[config.mk]
export PLATFORM = sky130hd
export DESIGN_NAME = hazard_lights_ctrl
export DESIGN_NICKNAME = d
export VERILOG_FILES = /design/src/rtl/hazard_lights_ctrl.sv
export SDC_FILE = /design/constraint.sdc
export NUM_CORES = 1
export LEC_CHECK = 0
export CORE_ASPECT_RATIO = 1.25
export CORE_MARGIN = 2
export CORE_UTILIZATION = 45
export DETAILED_ROUTE_END_ITERATION = 10
export PLACE_DENSITY = 0.67
export SLEW_MARGIN = 20
export SYNTH_ARGS = -nofsm -noshare
export SYNTH_HDL_FRONTEND = slang
export SYNTH_SLANG_ARGS = --single-unit
[constraint.sdc]
create_clock -name clk -period 2.4 [get_ports clk]
set_input_delay 0.72 -clock clk [delete_from_list [all_inputs] [get_ports clk]]
set_output_delay 0.72 -clock clk [all_outputs]
set_load 0.05 [all_outputs]
[src/rtl/hazard_lights_ctrl.sv]
// Flight-line hazard-light controller: a free-running divider produces a step
// enable, and a four-state Moore FSM walks a three-lamp pattern selected by SW.
module hazard_lights_ctrl #(
    parameter int unsigned DIV_BIT = 25,
    parameter bit          USE_DIV = 1'b1
) (
    input  logic       clk,
    input  logic       reset,
    input  logic [1:0] SW,
    output logic [2:0] LEDR
);

    typedef enum logic [2:0] {
        S101 = 3'b101,
        S010 = 3'b010,
        S100 = 3'b100,
        S001 = 3'b001
    } state_e;

    state_e state_q;
    state_e state_d;
    logic   tick;

    // Only the low DIV_BIT+1 bits of the divider ever reach the tick, and they
    // count and wrap exactly as the low bits of a wider counter would.
    generate
        if (USE_DIV) begin : gen_div
            logic [DIV_BIT:0] div_q;

            always_ff @(posedge clk or posedge reset) begin
                if (reset) begin
                    div_q <= '0;
                end else begin
                    div_q <= div_q + {{DIV_BIT{1'b0}}, 1'b1};
                end
            end

            assign tick = &div_q;
        end else begin : gen_nodiv
            assign tick = 1'b1;
        end
    endgenerate

    always_comb begin
        state_d = state_q;
        if (tick) begin
            unique case (SW)
                2'b01: begin
                    case (state_q)
                        S001:    state_d = S010;
                        S010:    state_d = S100;
                        S100:    state_d = S001;
                        S101:    state_d = S010;
                        default: state_d = S101;
                    endcase
                end
                2'b10: begin
                    case (state_q)
                        S100:    state_d = S010;
                        S010:    state_d = S001;
                        S001:    state_d = S100;
                        S101:    state_d = S010;
                        default: state_d = S101;
                    endcase
                end
                default: begin
                    // Calm (00, and 11 treated the same): alternate 101 and 010.
                    case (state_q)
                        S101:    state_d = S010;
                        default: state_d = S101;
                    endcase
                end
            endcase
        end
    end

    always_ff @(posedge clk or posedge reset) begin
        if (reset) begin
            state_q <= S101;
        end else begin
            state_q <= state_d;
        end
    end

    assign LEDR = state_q;

endmodule

==> results.toml <==
[timing]
drv_slew = 0
tns_ns = 0
finalSetupViolCount = 0
worstMarginPinSlew_ns = 0.621
fin_crit_ns = 2.30
min_period_over_period = 0.957
rsz0062_at_grt = "no"
whs_ns = 0.468
max_freq_mhz = 436
max-slew-margin-rel = 0.583
fin_ws_ns = 0.104
skew_ns = 0.00260
hold_violations = 0

[clock_tree]
cts_made_buffers = 5
cts.sinks = 29
cts_setup_buffers = 0
cts_resized = 0
clk_pin_slew_worst_paths_ns = 0.08
clockBufferDepth = 2
cts_hold_buffers = 0
cts_max_level = 2
cts_tree = "done"
cts-root-buf = "clkbuf_4"
insertion_delay_ns = 0.32

[floorplanning]
dieHeight_um = 66.4
initial_core_util = 0.476
dieArea_um2 = 3580
rows = 22
io_pins = 7
coreArea_um2 = 2950
die_w_um = 53.9

[setup_path]
path_cells = "clkdlybuf4s50_1"
cp_max_fo = 6
cp-start-kind = "register"
critPathCaptureType = "primary output"
worst-setup-path-type = "register to primary output"
critical_path_buf_inv_count = 1
cpPeakStageDelay_ns = 0.83
worstPathRequired_ns = 1.68
critical-path-slowest-cell = "clkdlybuf4s50_1"
cp_top_family = "buffers and inverters"
worstPathArrival_ns = 1.58

[yosys]
synth_top_family_by_area = "simple AND/OR/NAND/NOR gates"
synth_edf_count = 0
syn-cell-area_um2 = 1400
synth_fa_ha_area_frac = 0.0268
synthArstFlopShare = 1.00
synth_compound_area_frac = 0.0294
ys_seq_area_frac = 0.519
synth-simple-area-share = 0.216
yosysWarnings = 0
synthMuxAreaShare = 0.0401
synthCells = 120
synth_cell_types = 29
synth_nets = 127
ys_ff_latch = 29
synth_xor_area_frac = 0.150
avgSynthCellArea_um2 = 11.7
synth_ff_type = "dfrtp_1"

[placed_design]
dp_cells = 163
place_area_um2 = 1510
port_buffers = 6
gp_congestion = 0.748
pre_cts_slack_ns = -0.146
place.detailed.hpwl_mm = 1.53

[layout]
n_antenna_cell = 0
utilization = 0.528
layout.cells.non_filler = 169
final_cell_mix = "dfrtp_1, xnor2_1, nand3_1"
fin_area_um2 = 1560
layout_commonest_cell = "dfrtp_1"
drive_gt1_frac = 0.150
synthToLayoutAreaGrowth_pct = 11.0
layout.nets = 141

[drt]
wl_mm = 2.06
antenna_left = 0
drtIter0Drc = 17
viasPerCell = 5.21
drc = 0
drtPass1Iterations = 2
avgRoutedWirePerCell_um = 12.2
vias = 881

[job]
maxCapViolCount = 0

[grt]
grtUsageTotal = 0.153
antenna_found_initial = 0
grt_max_degree = 30
overflow = 0
grt_pass1_wl_mm = 3.78
grt_pass1_vias = 878

[hold_path]
worstHoldPathType = "register to register"

[pwr]
power_density_nw_per_um2 = 526
p_leak_nw = 0.768
fin_total_pwr_mw = 0.819
ir_drop_mv = 0.335

[outcome]
status = "finished, final reports clean"
-- cell usage after synthesis, types with 2 or more instances --
master	count	area, um2
xnor2_1	17	149
xor2_1	7	61.3
nor2_1	7	26.3
nand4_1	4	25.0
nor3_1	3	15.0
nand3_1	13	65.1
and3_1	5	31.3
and2_1	2	12.5
a22oi_1	2	15.0
dfrtp_1	27	676
dfstp_2	2	52.6
ha_1	3	37.5
nand2_1	5	18.8
mux2_4	3	45.0
inv_1	6	22.5
-- routing by layer --
metal  vias to the layer above  GRT usage  part of all wire
li1                        442          -                 -
met1                       422      0.175              0.44
met2                         9      0.235              0.50
met3                         8     0.0475             0.028
met4                         0      0.106             0.033
met5                         -          0                 0
-- cell type report --
cell class                      instances  area (um2)
Clock buffer                            5        37.5
Clock inverter                          1        5.00
Tap cell                               36        45.0
Timing Repair Buffer                    8        70.1
Multi-Input combinational cell         84         648
Sequential cell                        29         728
Fill cell                             264        1390
Inverter                                6        22.5
-- power by group --
part           total (mW)  switching (mW)  internal, mW
combinational      0.0669          0.0378        0.0291
clock               0.252           0.150         0.101
sequential          0.500         0.00568         0.494
-- flip-flops by register name (all words and copies together) (netlist names) --
register,flops
LEDR,3
gen_div.div_q,26
-- worst paths after layout --
check	start	to	slack [ns]	cells past startpoint
worst max-delay path	LEDR[1]	LEDR[1]	0.10	1
worst min-delay path	gen_div.div_q[20]	gen_div.div_q[20]	0.47	1
worst max register to register	gen_div.div_q[0]	LEDR[1]	0.67	5
worst min register to register	gen_div.div_q[20]	gen_div.div_q[20]	0.47	1
max in group asynchronous	reset	LEDR[2]	1.32	3
min in group asynchronous	reset	gen_div.div_q[4]	0.78	3
-- cell families (layout without fill, tap and decap cells) --
group	count (synthesis)	count (layout)
multiplexers	4	4
flip-flops	29	29
adder cells (fa/ha/maj)	3	3
buffers and inverters	7	20
AO/OA/AOI/OAI	5	5
XOR/XNOR	24	24
AND/OR/NAND/NOR	48	48
Power figures use the tool's default switching activity.
